===== src/rtl/dmem_bus_bridge.sv =====
// dmem_bus_bridge: core data port to request/grant bus bridge.
// Stalls the core, posts writes (WRITE_BUFFER_EN), times out reads.
//
// Ports:
//   clk, rst_n               clock, async active-low reset
//   core_ren/wen/addr/wdata  core request (held while core_stall)
//   core_rdata               load data, valid when the read stall drops
//   core_stall               combinational pipeline freeze
//   bus_req/we/addr/wdata    registered bus transfer request
//   bus_gnt                  transfer accepted when bus_req & bus_gnt
//   bus_rvalid/rdata         read response
//   bus_err                  sticky read timeout flag
//
// Macro WRITE_BUFFER_EN: one-entry posted write buffer.
// Undefined: writes stall until their own grant.

module dmem_bus_bridge #(
  parameter int          TIMEOUT_CYCLES = 255,
  parameter logic [31:0] ERR_DATA       = 32'hDEAD_BEEF
) (
  input  logic        clk,
  input  logic        rst_n,
  input  logic        core_ren,
  input  logic        core_wen,
  input  logic [31:0] core_addr,
  input  logic [31:0] core_wdata,
  output logic [31:0] core_rdata,
  output logic        core_stall,
  output logic        bus_req,
  output logic        bus_we,
  output logic [31:0] bus_addr,
  output logic [31:0] bus_wdata,
  input  logic        bus_gnt,
  input  logic        bus_rvalid,
  input  logic [31:0] bus_rdata,
  output logic        bus_err
);

  typedef enum logic [2:0] {
    IDLE, WR_DRAIN, RD_REQ, RD_WAIT, RD_DONE
  } state_t;

  localparam logic [15:0] TO = 16'(TIMEOUT_CYCLES);

  state_t      state;
  state_t      state_nx;
  logic        wr_acc;
  logic        wr_done;
  logic        rd_start;
  logic        to_hit;
  logic [15:0] cnt;

  // The bus request registers double as the write buffer:
  // the buffer is full exactly while in WR_DRAIN.
  // wr_done marks the write half of a combined read+write
  // as taken, so the held core_wen is not captured twice.

  always_ff @(posedge clk or negedge rst_n) begin
    if (!rst_n) state <= IDLE;
    else        state <= state_nx;
  end

  assign to_hit = (cnt == TO);

  always_comb begin
    state_nx = state;
    unique case (state)
      IDLE: begin
        if (wr_acc)        state_nx = WR_DRAIN;
        else if (core_ren) state_nx = RD_REQ;
      end
      WR_DRAIN: begin
        if (bus_gnt) begin
          if (wr_acc)        state_nx = WR_DRAIN;
          else if (core_ren) state_nx = RD_REQ;
          else               state_nx = IDLE;
        end
      end
      RD_REQ: begin
        if (bus_gnt) state_nx = RD_WAIT;
      end
      RD_WAIT: begin
        if (bus_rvalid || to_hit) state_nx = RD_DONE;
      end
      RD_DONE: state_nx = IDLE;
      default: state_nx = IDLE;
    endcase
  end

  always_comb begin
    wr_acc     = 1'b0;
    core_stall = 1'b0;
`ifdef WRITE_BUFFER_EN
    wr_acc = core_wen & ~wr_done &
             ((state == IDLE) |
              ((state == WR_DRAIN) & bus_gnt));
    core_stall = (core_ren & (state != RD_DONE)) |
                 (core_wen & (state == WR_DRAIN) & ~bus_gnt);
`else
    wr_acc = core_wen & ~wr_done & (state == IDLE);
    core_stall = (core_ren & (state != RD_DONE)) |
                 (core_wen & ~wr_done &
                  ~((state == WR_DRAIN) & bus_gnt));
`endif
  end

  assign rd_start = (state_nx == RD_REQ) && (state != RD_REQ);

  always_ff @(posedge clk or negedge rst_n) begin
    if (!rst_n) begin
      bus_req    <= 1'b0;
      bus_we     <= 1'b0;
      bus_addr   <= '0;
      bus_wdata  <= '0;
      core_rdata <= '0;
      bus_err    <= 1'b0;
      cnt        <= '0;
      wr_done    <= 1'b0;
    end else begin
      if (wr_acc) begin
        bus_req   <= 1'b1;
        bus_we    <= 1'b1;
        bus_addr  <= core_addr;
        bus_wdata <= core_wdata;
      end else if (rd_start) begin
        bus_req  <= 1'b1;
        bus_we   <= 1'b0;
        bus_addr <= core_addr;
      end else if (bus_gnt) begin
        bus_req <= 1'b0;
      end

      if ((state == RD_REQ) && bus_gnt) cnt <= '0;
      else if (state == RD_WAIT)        cnt <= cnt + 16'd1;

      if (state == RD_WAIT) begin
        if (bus_rvalid) begin
          core_rdata <= bus_rdata;
        end else if (to_hit) begin
          core_rdata <= ERR_DATA;
          bus_err    <= 1'b1;
        end
      end

      if (wr_acc && core_ren)    wr_done <= 1'b1;
      else if (state == RD_DONE) wr_done <= 1'b0;
    end
  end

endmodule

===== config.mk =====
export PLATFORM = sky130hd
export DESIGN_NAME = dmem_bus_bridge
export DESIGN_NICKNAME = d
export VERILOG_FILES = /design/src/rtl/dmem_bus_bridge.sv
export SDC_FILE = /design/constraint.sdc
export NUM_CORES = 1
export LEC_CHECK = 0
export ABC_AREA = 0
export BUFFER_PORTS_ARGS = -buffer_cell sky130_fd_sc_hd__buf_2
export CAP_MARGIN = 10
export CORE_MARGIN = 2
export CORE_UTILIZATION = 43
export DETAILED_ROUTE_END_ITERATION = 6
export GPL_TIMING_DRIVEN = 0
export PLACE_DENSITY = 0.76
export SETUP_SLACK_MARGIN = 0.1
export SYNTH_ARGS = -nofsm -noshare
export SYNTH_HDL_FRONTEND = slang
export SYNTH_SLANG_ARGS = --single-unit

===== constraint.sdc =====
create_clock -name clk -period 1.8 [get_ports clk]
set_input_delay 0.18 -clock clk [delete_from_list [all_inputs] [get_ports clk]]
set_output_delay 0.18 -clock clk [all_outputs]
set_load 0.05 [all_outputs]

# After elaboration in Yosys (flattened, before gate mapping)
# Index checks and enable logic that the tools add are counted.
[totals]
register_bits = 119
out_inout_bits = 100
word_cells = 60
[op_classes]
addsub = 1
n_eq_ne = 8
n_mux = 21
n_bitwise = 9
n_reduce_logical = 12
[op_table]
columns = ["cell", "n"]
rows = [
  ["2-to-1 mux 32 bit", 4],
  ["2-to-1 mux 16 bit", 2],
  ["adder 16 x 1 -> 16 bit, second input constant", 1],
  ["== test 16 x 8 -> 1 bit, second input constant", 1],
  ["2-to-1 mux 3 bit", 5],
  ["one-hot mux 3 bit (4 select lines)", 1],
  ["== test 3 x 2 -> 1 bit, second input constant", 3],
  ["nonzero test 2 bit", 4],
  ["2-to-1 mux 1 bit", 7],
  ["AND 1 bit", 5],
  ["2-to-1 mux 2 bit", 2],
  ["== test 3 x 1 -> 1 bit, second input constant", 1],
  ["== test 3 bit, second input constant", 1],
  ["logical AND 1 bit", 3],
  ["zero test 3 bit", 1],
  ["!= test 3 x 2 -> 1 bit, second input constant", 1],
  ["!= test 3 bit, second input constant", 1],
  ["NOT 1 bit", 3],
  ["AND reduction 3 bit", 1],
  ["nonzero test 3 bit", 1],
  ["AND reduction 2 bit", 1],
  ["logical OR 1 bit", 1],
  ["bitwise OR 1 bit", 1],
]

# Logic depth before layout (Yosys ltp)
# Gate-level depths: netlist (run 1).
[depth]
depth_word = 10
ltp_mapped = 7

# Worst setup path after synthesis (run 1)
# OpenSTA, ideal clock, no wires.
[synth_timing]
kind = "reg2reg"
startpoint = "register state[2]"
endpoint = "register bus_addr[0]"
setup_time_ps = 128
arrival_ps = 1721
required_time_ps = 1672
slack_ps = -48
stages_incl_launch_ff = 7
cell_sequence = "dfrtp_1 > clkbuf_1 > nor4_4 > nand2b_1 > buf_2 > buf_4 > mux2_1"
[synth_between]
elab_chain_cells = 8
word_cells_on_any_way = 17
[synth_lines]
columns = ["element", "line", "text"]
rows = [
  ["from (decl)", "45", "state_t state;"],
  ["from (signal assigned)", "60", "else state <= state_nx;"],
  ["zero test 3 bit", "67, 100", ""],
  ["AND 1 bit", "100", "wr_acc = core_wen & ~wr_done & (state == IDLE);"],
  ["2-to-1 mux 2 bit", "74", "if (wr_acc) state_nx = WR_DRAIN;"],
  ["2-to-1 mux 3 bit", "73", "if (bus_gnt) begin"],
  ["one-hot mux 3 bit (4 select lines)", "67", "unique case (state)"],
  ["== test 3 x 2 -> 1 bit", "107", "assign rd_start = (state_nx == RD_REQ) && (state != RD_REQ);"],
  ["logical AND 1 bit", "107", ""],
  ["nonzero test 2 bit (no source line)", "n/a", ""],
  ["to (signal assigned)", "123", "bus_addr <= core_addr;"],
  ["to (signal assigned)", "128", "bus_addr <= core_addr;"],
  ["to (decl)", "31", "output logic [31:0] bus_addr,"],
]
# Several ways; a longest one is shown, not always the timed one.
# A chain may end at the register's enable or synchronous reset.

# Worst setup path after layout (run 1)
[layout_timing]
startpoint = "register state[2]"
endpoint = "output core_stall"
[layout_between]
elab_chain_cells = 5
word_cells_on_any_way = 7
[layout_lines]
columns = ["element", "line", "text"]
rows = [
  ["== test 3 x 1 -> 1 bit", "103", "~((state == WR_DRAIN) & bus_gnt));"],
  ["AND 1 bit", "103", ""],
  ["NOT 1 bit", "103", ""],
  ["AND 1 bit", "102", "(core_wen & ~wr_done &"],
  ["bitwise OR 1 bit (*)", "101", "core_stall = (core_ren & (state != RD_DONE)) |"],
  ["to (decl)", "28", "output logic core_stall,"],
]
# Every way passes the cells marked *; elsewhere a longest branch is shown, timed or not.

==> results of run 1 <==
## registers in the layout, indices dropped and copies added, names as in the netlist
register,flops
bus_addr,32
bus_wdata,32
core_rdata,32
cnt,16
state,3
bus_err,1
bus_req,1
bus_we,1
wr_done,1
## repair_timing
item	4_1_cts	5_1_grt
cloned	1	5
endpoints found under the hold margin	143	0
resized for setup	48	104
setup buffers	21	8
hold buffers	97	0
pin swaps	8	18
setup endpoints to repair	106	103
## placed cells by master (no fill, tap or decap), types with 5 or more instances in the layout
cell / netlist / routed
buf_2: 10 / 199
dfrtp_1: 119 / 117
dlygate4sd3_1: 0 / 97
mux2_4: 0 / 59
o22a_1: 26 / 26
buf_4: 3 / 24
clkbuf_16: 0 / 20
buf_6: 0 / 12
nor2_1: 10 / 10
nand2_1: 12 / 9
a21oi_1: 10 / 8
a22o_1: 8 / 8
buf_8: 0 / 7
clkbuf_8: 0 / 6
inv_1: 5 / 5
or3_1: 8 / 5
xnor2_1: 5 / 5
## worst max-delay path: stages (launching register included)
cell	delay, ns
dfrtp_1	0.42
clkbuf_8	0.17
nor3_2	0.17
a21oi_1	0.07
o22a_1	0.17
buf_6	0.16
## worst max-delay path by stage
stage | from | to | slack [ns]
floorplan | state[0] | bus_addr[0] | 0.04
global placement | rst_n | bus_wdata[8] | -0.87
detailed placement | state[2] | cnt[10] | -0.31
CTS | state[0] | core_stall | -0.03
global route | wr_done | core_stall | -0.14
finish | state[2] | core_stall | -0.04
## layer usage
layer	GRT usage [%]	part of all wire [%]	up-vias	routed length, um
met3	6.93	7.6	60	1330
li1	-	-	1971	-
met5	0	0	-	0
met1	25.7	34	2242	6050
met2	45.8	54	265	9430
met4	11.4	4.1	0	723
## cells in the mapped netlist (all sizes together), types with 2 or more instances
master / count / area (um2)
or3: 8 / 50.1
a22o: 8 / 70.1
dfrtp: 119 / 2980
o21ai: 7 / 35.0
nor4: 5 / 46.3
o22a: 26 / 228
nor3: 6 / 30.0
nand2b: 4 / 25.0
and4: 2 / 18.8
xnor2: 5 / 43.8
a21oi: 10 / 50.1
nor2b: 2 / 12.5
a41oi: 2 / 17.5
xor2: 2 / 17.5
nand3: 3 / 20.0
nand4: 3 / 25.0
a31oi: 2 / 12.5
inv: 6 / 22.5
nor2: 10 / 37.5
mux2: 64 / 721
nand2: 12 / 45.0
a21o: 4 / 30.0
clkbuf: 5 / 18.8
buf: 13 / 72.6
and3: 3 / 18.8
a41o: 2 / 20.0
## metrics by stage
stage | cell area, um2 | setup TNS [ns]
6_report | 8450 | -0.763
5_1_grt | 8450 | -3.28
4_1_cts | 7910 | -0.0484
3_5_place_dp | 6020 | -15.11
3_3_place_gp | 5990 | -114.67
2_1_floorplan | 4810 | 0
## final cells by class
class                           count  share of cell area, %
Sequential cell                   119                   35.3
Antenna cell                        1                 0.0296
Clock buffer                       22                   5.60
Buffer                             17                   2.83
Clock inverter                      8                   1.16
Multi-Input combinational cell    201                   24.4
Inverter                            6                  0.415
Tap cell                          140                   2.07
Timing Repair Buffer              334                   28.2
## power by group
part           internal (mW)  switching [mW]
registers               3.89           0.814
clock network           2.09            1.18
logic                   3.41            6.10
total                   9.39            8.10
## kinds of logic (layout without fill, tap and decap cells)
group / Yosys count / count (layout) / share of synthesized area, %
other cells: 0 / 1 / 0
xor+xnor: 7 / 7 / 1.29
simple gates: 63 / 63 / 7.81
mux: 64 / 64 / 15.1
buf+inv: 24 / 387 / 2.39
compound gates: 66 / 66 / 10.6
flops: 119 / 119 / 62.5
fa+ha+maj: 1 / 1 / 0.263
==> impl_metrics.py, run 1 <==
metrics = {
    "global_route": {
        "grt_util_all_layers_pct": 24.7,
        "grt_first_pass_wirelength_um": 22300,
        "antenna_found_initial": 1,
        "overflow": 0,
        "grt_pass1_vias": 4678,
        "grt_max_degree": 73,
    },
    "place": {
        "place_ws_ns": -0.313,
        "port_buffers": 201,
        "place.gp.congestion": 0.785,
        "post-place-cells": 686,
        "dp_hpwl_um": 8100,
    },
    "cells_and_area": {
        "finish.utilization_pct": 77.9,
        "register_area_mm2": 0.00298,
        "layoutNonFillerInstCount": 848,
        "num-nets-final": 799,
        "multi_input_area_mm2": 0.00206,
        "drive_gt1_share_pct": 53.5,
        "fill_cells": 618,
        "areaGrowthSynthToFinish_pct": 77.4,
    },
    "run_status": {
        "violations": "negative setup slack",
        "status": "complete, but fails checks",
    },
    "sta": {
        "worst_pin_slew_ns": 0.462,
        "min_period_over_period_pct": 102,
        "hold_ws_ns": 0.0509,
        "grt_setup_unrepaired": "true",
        "max_freq_mhz": 542,
        "slew_viol_final": 0,
        "setup_viol": 42,
        "slew_headroom_pct": 69.2,
        "finalHoldViolations": 0,
        "fin_skew_ns": 0.00945,
        "fin_crit_ns": 1.84,
        "worst_slack_ns": -0.0436,
    },
    "worst_setup_path": {
        "cp-end-kind": "primary output",
        "rrSetupSlack_ns": -0.04,
        "reg2reg_to": "bus_addr[10]",
        "rr_startpoint": "state[2]",
        "critPathArrivalTime_ns": 1.66,
        "critPathLaunchType": "flip-flop",
        "path_class": "flip-flop to primary output",
        "path_max_fanout": 4,
        "rr_worst_depth": 7,
        "critPathRequiredTime_ns": 1.62,
    },
    "drt": {
        "vias": 4538,
        "first_pass_iters": 4,
        "drtIter0Drc": 206,
        "ant_nets": 0,
        "viasPerCell": 5.35,
        "wl_um": 17500,
        "wire_per_inst_um": 20.7,
        "drc": 0,
    },
    "clock_network": {
        "cts_buffers": 17,
        "cts_tree": "done",
        "clkTransAtPathRegs_ns": 0.06,
        "insertion_delay_ns": 0.51,
        "root_buffer": "clkbuf_8",
        "clock_sinks": 119,
        "htree_levels": 4,
        "cts_buffer_depth": 2,
    },
    "die": {
        "io_pins": 202,
        "dieHeight_um": 109,
        "die_w_um": 109,
        "die_area_mm2": 0.0119,
        "start_util_pct": 43.9,
        "row_count": 38,
        "coreArea_mm2": 0.0108,
    },
    "synth": {
        "synth_cell_types": 44,
        "synthArstFlopShare_pct": 100,
        "netlist_instances": 344,
        "syn_nets": 447,
        "synth_seq_cells": 119,
        "synth_flop_cell": "dfrtp_1",
        "synth_edf_count": 0,
        "synth-seq-area-share_pct": 62.5,
        "ys.warnings.count": 0,
        "avgSynthCellArea_um2": 13.8,
        "netlist_area_mm2": 0.00476,
    },
    "power": {
        "peakVddDrop_mv": 1.34,
        "power_mw": 17.5,
        "cellPowerDensity_mw_per_mm2": 2070,
        "power_leakage_nw": 4.10,
    },
    "min_path": {
        "holdPathEnd": "state[0]",
        "min_path_cells": 3,
        "hp-class": "primary input to flip-flop",
        "min_from": "bus_gnt",
    },
    "flow_run": {
        "max_cap_violations": 0,
    },
}
Note: power is estimated with default switching activity, not from simulation.
==> run 2, diff against run 1 <==
GPL_TIMING_DRIVEN = 1   (was 0)
==> impl_metrics.py, run 2 (same netlist as run 1, synthesis figures left out) <==
metrics = {
    "power": {
        "peakVddDrop_mv": 1.47,
        "power_leakage_nw": 4.02,
        "power_mw": 17.0,
        "cellPowerDensity_mw_per_mm2": 2070,
    },
    "clock_network": {
        "htree_levels": 4,
        "insertion_delay_ns": 0.51,
        "cts_buffer_depth": 2,
        "clock_sinks": 119,
        "root_buffer": "clkbuf_8",
        "clkTransAtPathRegs_ns": 0.05,
        "cts_tree": "done",
        "cts_buffers": 17,
    },
    "cells_and_area": {
        "stdcell_area_mm2": 0.00825,
        "register_area_mm2": 0.00298,
        "drive_gt1_share_pct": 49.8,
        "areaGrowthSynthToFinish_pct": 73.4,
        "multi_input_area_mm2": 0.00195,
        "diodes": 0,
        "top_regs": "bus_addr x32, bus_wdata x32, core_rdata x32",
        "final_common_cell": "buf_2",
        "num-nets-final": 793,
        "final_cell_mix": "199 x buf_2, 119 x dfrtp_1, 97 x dlygate4sd3_1",
        "layoutNonFillerInstCount": 841,
        "fill_cells": 637,
        "finish.utilization_pct": 76.1,
    },
    "drt": {
        "wire_per_inst_um": 19.8,
        "wl_met2_um": 8870,
        "highest_layer": "met4",
        "drtIter0Drc": 213,
        "ant_nets": 0,
        "viasPerCell": 5.21,
        "wl_met3_um": 1110,
        "met1_length_um": 6020,
        "drc": 0,
        "first_pass_iters": 4,
        "wl_um": 16700,
        "vias": 4382,
    },
    "flow_run": {
        "max_cap_violations": 0,
    },
    "global_route": {
        "grt_first_pass_wirelength_um": 22200,
        "grt_pass1_vias": 4489,
        "overflow": 0,
        "grt_max_degree": 52,
        "antenna_found_initial": 0,
        "grt_util_all_layers_pct": 24.9,
    },
    "run_status": {
        "violations": "negative setup slack",
        "status": "complete, but fails checks",
    },
    "sta": {
        "finalHoldViolations": 0,
        "worst_slack_ns": -0.0738,
        "final.setup.tns_ns": -0.110,
        "max_freq_mhz": 534,
        "min_period_over_period_pct": 104,
        "grt_setup_unrepaired": "true",
        "slew_headroom_pct": 68.2,
        "slew_viol_final": 0,
        "fin_skew_ns": 0.00926,
        "worst_pin_slew_ns": 0.477,
        "fin_crit_ns": 1.87,
        "setup_viol": 4,
        "hold_ws_ns": 0.0668,
    },
    "die": {
        "io_pins": 202,
        "dieHeight_um": 109,
        "die_area_mm2": 0.0119,
        "row_count": 38,
        "start_util_pct": 43.9,
        "coreArea_mm2": 0.0108,
        "die_w_um": 109,
    },
    "min_path": {
        "hp-class": "primary input to flip-flop",
    },
    "place": {
        "dp_hpwl_um": 8180,
        "port_buffers": 201,
        "placed_area_mm2": 0.00615,
        "place.gp.congestion": 0.877,
        "post-place-cells": 692,
        "place_ws_ns": 0.0335,
    },
    "worst_setup_path": {
        "path_max_fanout": 8,
        "critPathArrivalTime_ns": 1.69,
        "cp-end-kind": "primary output",
        "critPathRequiredTime_ns": 1.62,
        "critPathLaunchType": "flip-flop",
        "path_class": "flip-flop to primary output",
    },
}
run 2: metal layers:
layer | global-route usage, % | up-vias
met5 | 0 | -
met4 | 10.4 | 0
met3 | 6.52 | 53
met2 | 46.5 | 213
met1 | 26.3 | 2155
li1 | - | 1961
run 2: layout make-up:
cell class                      instances  area share [%]
Clock buffer                           22            5.73
Multi-Input combinational cell        201            23.6
Sequential cell                       119            36.1
Inverter                                6           0.303
Clock inverter                          8            1.18
Timing Repair Buffer                  345            31.0
Tap cell                              140            2.12
run 2: critical path: stages, from the launching register on:
cell and delay, ns:
dfrtp_1 0.42, buf_6 0.16, nor3_2 0.20, a21oi_1 0.06, o22a_1 0.18, buf_6 0.16
run 2: timing repair:
action	in CTS	in global routing
setup buffers	12	4
hold endpoints to repair	129	0
gates resized for setup	12	62
pin swaps	4	7
setup endpoints to repair	61	101
hold buffers	97	0
gates cloned	3	3
run 2: path summary, 6_finish.rpt:
check / startpoint / endpoint / slack (ns) / cells past startpoint
setup / recovery: state[2] / core_stall / -0.07 / 5
hold / removal: bus_rvalid / state[0] / 0.07 / 4
setup reg to reg: state[2] / cnt[15] / -0.02 / 5
hold reg to reg: bus_req / bus_req / 0.48 / 1
max in group asynchronous: rst_n / core_rdata[15] / 0.97 / 3
min in group asynchronous: rst_n / bus_addr[8] / 0.18 / 2
run 2: power by group:
group          switching, mW  internal (mW)
clock                   1.16           2.09
sequential             0.776           3.89
combinational           5.98           3.16
total                   7.91           9.14
